### src/rtl/trng_sample_ctrl.sv
// trng_sample_ctrl: ring-oscillator sequencing, sampling, debiasing, health test and byte assembly
module trng_sample_ctrl #(
    parameter int DIV_W         = 8,
    parameter int WARMUP_CYCLES = 64,
    parameter int RCT_LIMIT     = 32
) (
    input  logic             clk,
    input  logic             rst,
    input  logic             en,
    input  logic [DIV_W-1:0] cfg_div,
    input  logic             cfg_vn_en,
    input  logic             raw_bit,
    input  logic             clr_err,
    output logic             osc_en,
    output logic [7:0]       out_data,
    output logic             out_valid,
    input  logic             out_ready,
    output logic             busy,
    output logic             health_fail
);
    localparam int WW = $clog2(WARMUP_CYCLES + 1);

    typedef enum logic [2:0] {IDLE, WARMUP, COLLECT, HOLD, FAIL} state_t;

    state_t           state_q, state_d;
    logic [DIV_W-1:0] div_q, div_d, cdiv_q, cdiv_d;
    logic [WW-1:0]    wcnt_q, wcnt_d;
    logic [7:0]       rct_q, rct_d, rct_n;
    logic [7:0]       shreg_q, shreg_d, data_q, data_d;
    logic [2:0]       nbits_q, nbits_d;
    logic             vn_q, vn_d, last_q, last_d, phase_q, phase_d, b0_q, b0_d, valid_q, valid_d;
    logic             tick, acc, abit, trip;

    // state and datapath registers
    always_ff @(posedge clk) begin
        if (rst) begin
            state_q <= IDLE;
            div_q   <= '0;
            cdiv_q  <= '0;
            wcnt_q  <= '0;
            rct_q   <= '0;
            shreg_q <= '0;
            data_q  <= '0;
            nbits_q <= '0;
            vn_q    <= 1'b0;
            last_q  <= 1'b0;
            phase_q <= 1'b0;
            b0_q    <= 1'b0;
            valid_q <= 1'b0;
        end else begin
            state_q <= state_d;
            div_q   <= div_d;
            cdiv_q  <= cdiv_d;
            wcnt_q  <= wcnt_d;
            rct_q   <= rct_d;
            shreg_q <= shreg_d;
            data_q  <= data_d;
            nbits_q <= nbits_d;
            vn_q    <= vn_d;
            last_q  <= last_d;
            phase_q <= phase_d;
            b0_q    <= b0_d;
            valid_q <= valid_d;
        end
    end

    // next-state: sequencing, sample tick, repetition count, debiasing and assembly
    always_comb begin
        state_d = state_q;
        div_d   = div_q;
        cdiv_d  = cdiv_q;
        wcnt_d  = wcnt_q;
        rct_d   = rct_q;
        shreg_d = shreg_q;
        data_d  = data_q;
        nbits_d = nbits_q;
        vn_d    = vn_q;
        last_d  = last_q;
        phase_d = phase_q;
        b0_d    = b0_q;
        valid_d = valid_q;
        tick    = 1'b0;
        acc     = 1'b0;
        abit    = 1'b0;
        trip    = 1'b0;
        rct_n   = rct_q;
        case (state_q)
            IDLE: begin
                if (en) begin
                    cdiv_d  = cfg_div;
                    vn_d    = cfg_vn_en;
                    wcnt_d  = '0;
                    state_d = WARMUP;
                end
            end
            WARMUP: begin
                if (!en) begin
                    state_d = IDLE;
                end else if (wcnt_q == WW'(WARMUP_CYCLES - 1)) begin
                    state_d = COLLECT;
                    div_d   = '0;
                    rct_d   = '0;
                    phase_d = 1'b0;
                    nbits_d = '0;
                end else begin
                    wcnt_d = wcnt_q + 1'b1;
                end
            end
            COLLECT: begin
                tick  = div_q == cdiv_q;
                div_d = tick ? '0 : div_q + 1'b1;
                if (tick) begin
                    rct_n   = (rct_q != 8'd0 && raw_bit == last_q) ? rct_q + 8'd1 : 8'd1;
                    rct_d   = rct_n;
                    last_d  = raw_bit;
                    trip    = rct_n == 8'(RCT_LIMIT);
                    phase_d = vn_q ? !phase_q : phase_q;
                    b0_d    = (vn_q && !phase_q) ? raw_bit : b0_q;
                    acc     = vn_q ? (phase_q && raw_bit != b0_q) : 1'b1;
                    abit    = vn_q ? b0_q : raw_bit;
                end
                if (trip) begin
                    state_d = FAIL;
                end else if (!en) begin
                    state_d = IDLE;
                end else if (acc) begin
                    shreg_d = {shreg_q[6:0], abit};
                    nbits_d = nbits_q + 1'b1;
                    if (nbits_q == 3'd7) begin
                        data_d  = {shreg_q[6:0], abit};
                        valid_d = 1'b1;
                        phase_d = 1'b0;
                        state_d = HOLD;
                    end
                end
            end
            HOLD: begin
                if (valid_q && out_ready) begin
                    valid_d = 1'b0;
                    phase_d = 1'b0;
                    state_d = en ? COLLECT : IDLE;
                end else if (!en) begin
                    state_d = IDLE;
                end
            end
            FAIL: begin
                valid_d = 1'b0;
                state_d = clr_err ? IDLE : FAIL;
            end
            default: state_d = IDLE;
        endcase
        if (state_d == IDLE && state_q != IDLE) begin
            valid_d = 1'b0;
            nbits_d = '0;
            shreg_d = '0;
        end
    end

    assign osc_en      = state_q == WARMUP || state_q == COLLECT || state_q == HOLD;
    assign busy        = state_q != IDLE;
    assign health_fail = state_q == FAIL;
    assign out_data    = data_q;
    assign out_valid   = valid_q;
endmodule

### config.mk
export PLATFORM = sky130hd
export DESIGN_NAME = trng_sample_ctrl
export DESIGN_NICKNAME = d
export VERILOG_FILES = /design/src/rtl/trng_sample_ctrl.sv
export SDC_FILE = /design/constraint.sdc
export NUM_CORES = 1
export LEC_CHECK = 0
export ABC_AREA = 1
export CELL_PAD_IN_SITES_DETAIL_PLACEMENT = 0
export CELL_PAD_IN_SITES_GLOBAL_PLACEMENT = 1
export CORE_ASPECT_RATIO = 0.6
export CORE_MARGIN = 1.5
export CORE_UTILIZATION = 42
export DETAILED_ROUTE_END_ITERATION = 16
export PLACE_DENSITY = 0.83
export SLEW_MARGIN = 0
export SYNTH_ARGS = -nofsm -noshare
export SYNTH_HDL_FRONTEND = slang
export SYNTH_SLANG_ARGS = --single-unit
### constraint.sdc
create_clock -name clk -period 2.1 [get_ports clk]
set_input_delay 0.315 -clock clk [delete_from_list [all_inputs] [get_ports clk]]
set_output_delay 0.315 -clock clk [all_outputs]
set_load 0.02 [all_outputs]
==> results.sh, run 1 <==
export IMPL_drt_initial_drc_count=229
export IMPL_cts_clk_slew_worst_paths_ns=0.05
export IMPL_hold_ws_ns=0.451
export IMPL_synth_seq_cells=57
export IMPL_core_area_um2=7390
export IMPL_hold_violations=0
export IMPL_crit_top_cell="nor2_4"
export IMPL_cts_buffer_depth=2
export IMPL_antenna_found_initial=0
export IMPL_num_fill_cells=684
export IMPL_yosysWarnings=0
export IMPL_grtUsageTotal=0.219
export IMPL_drcViolationCount=0
export IMPL_max_cap_viol_count=0
export IMPL_cts_made_buffers=9
export IMPL_die_width_um=117
export IMPL_final_common_cell="nand2_1"
export IMPL_start_kind="flip-flop"
export IMPL_crit_chain="inv_2 -> ha_4 -> nand2_4 -> nor2_4 -> nand2_2 -> nand2_4 -> nor2_4 -> nor2_4 -> nand3_4 -> nand2_2 -> nand3_2 -> o21bai_4 -> clkbuf_16 -> a21oi_2"
export IMPL_die_y_um=71.4
export IMPL_required_ns=2.31
export IMPL_cts_max_level=3
export IMPL_syn_avg_cell_area_um2=7.08
export IMPL_setup_viol=0
export IMPL_fin_tns_setup_ns=0
export IMPL_drive_above_1_share=0.265
export IMPL_cp_end_kind="flip-flop"
export IMPL_cts_hold_buf=0
export IMPL_leakagePower_nw=1.72
export IMPL_drt_pass1_iterations=5
export IMPL_synthArstFlopShare=0
export IMPL_grt_pass1_wl_um=13900
export IMPL_p_per_area_nw_per_um2=671
export IMPL_post_place_ws_ns=-0.277
export IMPL_synthCells=462
export IMPL_clock_root_buffer="clkbuf_16"
export IMPL_tightest_slew_ns=0.420
export IMPL_clock_latency_ns=0.33
export IMPL_fp_row_count=24
export IMPL_grt_max_degree=18
export IMPL_slew_headroom=0.718
export IMPL_start_util=0.443
export IMPL_cp_max_fo=6
export IMPL_nets=550
export IMPL_vias=3249
export IMPL_grt_pass1_vias=2750
export IMPL_fin_crit_sh=0.966
export IMPL_ant_nets=0
export IMPL_power_mw=2.93
export IMPL_cp_slowest_cell="dfxtp_4"
export IMPL_max_stage_delay_ns=0.36
export IMPL_synth_cell_types=40
export IMPL_syn_area_um2=3270
export IMPL_io_buffers=26
export IMPL_synth_edff_count=0
export IMPL_period_minus_slack_ns=2.03
export IMPL_synth_seq_area_share=0.349
export IMPL_hpwl_um=6200
export IMPL_wl_per_cell_um=13.9
export IMPL_worstSetupPathType="reg2reg"
export IMPL_fmax_mhz=493
export IMPL_areaGrowthSynthToFinish_pct=33.5
export IMPL_die_area_um2=8350
export IMPL_slew_violations=0
export IMPL_dp_cells=604
export IMPL_ioPinCount=27
export IMPL_skew_ns=0.00628
export IMPL_final_cell_mix="nand2_1 (88), inv_1 (55), dfxtp_1 (45)"
export IMPL_min_path_type="reg2reg"
export IMPL_via_per_inst=5.13
export IMPL_grt_overflow=0
export IMPL_power_ir_vdd_worst_v=0.000376
export IMPL_wirelength_um=8780
export IMPL_status="finished, final reports clean"
export IMPL_layoutNonFillerInstCount=633
export IMPL_cts_tree="yes"
export IMPL_routabilityCongestion=0.893
export IMPL_cts_sinks=57
export IMPL_synth_top_flop_cell="dfxtp_1"
export IMPL_insertedDiodeCount=0
export IMPL_setup_ws_ns=0.0715
export IMPL_syn_nets=484
export IMPL_cp_arrival_ns=2.24
report_power, final:
part / switching [mW] / total (mW) / internal (mW) / leakage [nW]
clock: 0.466 / 1.39 / 0.921 / 0.133
combinational: 0.236 / 0.402 / 0.165 / 1.12
sequential: 0.0281 / 1.14 / 1.11 / 0.469
total: 0.731 / 2.93 / 2.20 / 1.72
metrics by stage:
step                instance area (um^2)  utilization
floorplan                           3270            -
global placement                    3750        0.508
detailed placement                  3750        0.508
CTS                                 4070        0.551
global route                        4370        0.591
finish                              4370        0.591
layer usage:
metal | GRT usage | part of all wire | up-vias | routed length [um]
li1 | - | - | 1636 | -
met1 | 0.342 | 0.52 | 1482 | 4550
met2 | 0.279 | 0.38 | 113 | 3350
met3 | 0.0753 | 0.085 | 18 | 745
met4 | 0.0576 | 0.016 | 0 | 137
met5 | 0 | 0 | - | 0
worst paths after layout:
kind / startpoint / to / slack (ns) / cells after the start
setup / recovery: rct_q[1] / shreg_q[2] / 0.07 / 14
hold reg to reg: out_data[0] / out_data[0] / 0.45 / 2
hold / removal: out_data[0] / out_data[0] / 0.45 / 2
setup reg to reg: rct_q[1] / shreg_q[2] / 0.07 / 14
logic make-up (layout without fill, tap and decap cells):
group | Yosys count | after routing | share of synthesized area
buf+inv | 88 | 153 | 0.116
xor+xnor | 7 | 7 | 0.0187
simple gates | 197 | 199 | 0.297
fa+ha+maj | 7 | 7 | 0.0268
compound gates | 106 | 106 | 0.193
flops | 57 | 57 | 0.349
synth_stat cells (7+ instances only):
| cell | instances | area share |
|---|---|---|
| nor3_1 | 9 | 0.014 |
| dfxtp_1 | 57 | 0.35 |
| nor2_1 | 45 | 0.052 |
| nand3_1 | 17 | 0.026 |
| ha_1 | 7 | 0.027 |
| a211oi_1 | 7 | 0.016 |
| inv_1 | 57 | 0.065 |
| inv_2 | 18 | 0.021 |
| o21ai_0 | 25 | 0.038 |
| o21ai_1 | 16 | 0.024 |
| a21oi_2 | 10 | 0.027 |
| nand2_1 | 89 | 0.10 |
| a21oi_1 | 38 | 0.058 |
| nand2_2 | 7 | 0.013 |
worst max-delay path, delay by kind of cell, from the launching register on:
kind / cells / cell delay (ns)
simple gates: 9 / 0.92
buf+inv: 2 / 0.24
fa+ha+maj: 1 / 0.14
compound gates: 2 / 0.22
flops: 1 / 0.36
timing repair:
item | in CTS | in global routing
resized for setup | 8 | 52
gates cloned | 1 | 2
buffers inserted | 1 | 13
setup endpoints to repair | 17 | 35
pin swaps | 4 | 14
flip-flops by register name, indices dropped and copies added (netlist names):
name       count
div_q          8
b0_q           1
cdiv_q         8
phase_q        1
vn_q           1
state_q        3
out_valid      1
rct_q          8
shreg_q        7
wcnt_q         7
last_q         1
out_data       8
nbits_q        3
cell type report:
cell class / instances / area (um^2) / area share
clock buffers: 11 / 243 / 0.0556
inverters: 75 / 289 / 0.0662
repair buffers: 66 / 594 / 0.136
flip-flops and latches: 57 / 1160 / 0.266
well taps: 104 / 130 / 0.0298
clock inverters: 1 / 30.0 / 0.00687
multi-input cells: 319 / 1920 / 0.440
Note: power is estimated with default switching activity, not from simulation.
==> run 2, diff against run 1 <==
- CAP_MARGIN: default -> 20
- GPL_TIMING_DRIVEN: default -> 0
==> run 2 against run 1 <==
Net effect: sequential share of layout area decreased by 0.12 points; sequential cell count unchanged; via count is 2.6% lower; die area is the same; cell count shrank 1.4%; register-to-register slack got worse by 0.02 ns; first-iteration DRC count up 20%; non-clock buffer count decreased by 11; worst hold slack better by 0.0094 ns; sequential power hardly changed.
==> results.sh, run 2 (synthesis results as in run 1) <==
export IMPL_grtUsageTotal=0.224
export IMPL_max_cap_viol_count=0
export IMPL_slew_headroom=0.591
export IMPL_cts_clk_slew_worst_paths_ns=0.05
export IMPL_max_stage_delay_ns=0.38
export IMPL_cts_made_buffers=9
export IMPL_hold_violations=0
export IMPL_p_per_area_nw_per_um2=734
export IMPL_ant_nets=0
export IMPL_utilization=0.592
export IMPL_areaGrowthSynthToFinish_pct=33.7
export IMPL_layoutNonFillerInstCount=624
export IMPL_setup_ws_ns=0.0551
export IMPL_final_cell_area_um2=4370
export IMPL_min_path_type="reg2reg"
export IMPL_whs_path_depth=2
export IMPL_cts_tree="yes"
export IMPL_slew_violations=0
export IMPL_grt_max_degree=12
export IMPL_fin_tns_setup_ns=0
export IMPL_antenna_found_initial=0
export IMPL_worstSetupPathType="reg2reg"
export IMPL_min_to="out_data[0]"
export IMPL_die_area_um2=8350
export IMPL_drcViolationCount=0
export IMPL_final_cell_mix="nand2_1 (88), inv_1 (55), dfxtp_1 (48)"
export IMPL_wirelength_um=9070
export IMPL_crit_buf_inv=2
export IMPL_routabilityCongestion=0.927
export IMPL_crit_chain="inv_4 -> ha_4 -> nand2_2 -> nor2_2 -> nand2_2 -> nand2_4 -> a21oi_2 -> nor2_2 -> nand3_4 -> nand2_4 -> nand3_4 -> o21bai_4 -> clkbuf_16 -> a21oi_2"
export IMPL_crit_family="simple AND/OR/NAND/NOR gates"
export IMPL_power_ir_vdd_worst_v=0.000445
export IMPL_tightest_slew_ns=0.613
export IMPL_dp_cells=592
export IMPL_grt_pass1_vias=2807
export IMPL_insertedDiodeCount=0
export IMPL_drt_pass1_iterations=5
export IMPL_cp_end_kind="flip-flop"
export IMPL_fp_row_count=24
export IMPL_leakagePower_nw=1.70
export IMPL_start_kind="flip-flop"
export IMPL_clock_latency_ns=0.34
export IMPL_grt_pass1_wl_um=13900
export IMPL_fmax_mhz=489
export IMPL_drive_above_1_share=0.256
export IMPL_reg2regPathDepth=14
export IMPL_cp_max_fo=7
export IMPL_cts_max_level=3
export IMPL_skew_ns=0.00510
export IMPL_die_width_um=117
export IMPL_clock_root_buffer="clkbuf_16"
export IMPL_core_area_um2=7390
export IMPL_period_minus_slack_ns=2.04
export IMPL_final_common_cell="nand2_1"
export IMPL_nets=537
export IMPL_vias=3166
export IMPL_required_ns=2.32
export IMPL_wl_per_cell_um=14.5
export IMPL_ioPinCount=27
export IMPL_cp_slowest_cell="dfxtp_4"
export IMPL_fin_crit_sh=0.974
export IMPL_hpwl_um=6170
export IMPL_status="finished, final reports clean"
export IMPL_die_y_um=71.4
export IMPL_io_buffers=26
export IMPL_rrSetupSlack_ns=0.06
export IMPL_rr_startpoint="rct_q[0]"
export IMPL_post_place_ws_ns=-0.342
export IMPL_rsz0062_at_grt="true"
export IMPL_hold_start="out_data[0]"
export IMPL_cts_buffer_depth=2
export IMPL_grt_overflow=0
export IMPL_cts_sinks=57
export IMPL_via_per_inst=5.07
export IMPL_placed_cell_area_um2=3660
export IMPL_r2r_end="nbits_q[0]"
export IMPL_drt_initial_drc_count=274
export IMPL_start_util=0.443
export IMPL_setup_viol=0
export IMPL_cp_arrival_ns=2.27
export IMPL_cts_hold_buf=0
[run 2: cell count changes in the layout (fill, tap and decap cells not counted), moves of 3 or more]
cell,before,now
buf_4,36,11
buf_6,1,7
nor2_1,37,32
nor2_2,5,10
dfxtp_1,45,48
dfxtp_2,10,7
[run 2: per-layer routing]
layer,GRT usage,routed length (um),vias to the layer above
li1,-,-,1609
met1,0.336,4520,1432
met2,0.305,3720,111
met3,0.0651,723,14
met4,0.0723,108,0
met5,0,0,-
[run 2: report_power, final]
part	leakage, nW	switching [mW]	internal [mW]	total [mW]
clock	0.162	0.535	1.16	1.69
sequential	0.467	0.0266	1.11	1.14
combinational	1.07	0.236	0.149	0.385
[run 2: layout make-up]
cell class | instances | area, um^2
Buffer | 13 | 118
Clock buffer | 9 | 225
Clock inverter | 7 | 119
Fill cell | 694 | 3010
Inverter | 75 | 284
Multi-Input combinational cell | 317 | 1910
Sequential cell | 57 | 1160
Tap cell | 104 | 130
Timing Repair Buffer | 42 | 427
[run 2: worst register-to-register path, delay by kind of cell (launching register included)]
| family | cells | cell delay (ns) |
|---|---|---|
| simple gates | 8 | 0.86 |
| flops | 1 | 0.38 |
| compound gates | 3 | 0.30 |
| buf+inv | 2 | 0.26 |
| fa+ha+maj | 1 | 0.13 |
[run 2: worst max-delay path by stage]
stage / from / endpoint / slack (ns) / depth (start not counted)
5_1_grt: rct_q[0] / nbits_q[0] / -0.05 / 14
4_1_cts: rct_q[1] / nbits_q[2] / 0.0007 / 13
6_report: rct_q[0] / nbits_q[0] / 0.06 / 14
2_1_floorplan: rct_q[0] / nbits_q[1] / 0.17 / 13
3_5_place_dp: raw_bit / shreg_q[6] / -0.34 / 11
3_3_place_gp: raw_bit / out_valid / -0.37 / 11
[run 2: timing repair]
item	in CTS	in global routing
buffers inserted	5	7
pin swaps	5	16
resized for setup	15	55
cloned	1	3
endpoints found under the setup margin	22	34
[run 2: per-stage QoR]
stage	power, mW	hold WS [ns]
3_3_place_gp	1.47	0.448
3_5_place_dp	1.47	0.451
5_1_grt	3.33	0.480
2_1_floorplan	1.37	0.393
4_1_cts	3.19	0.461
6_report	3.21	0.460
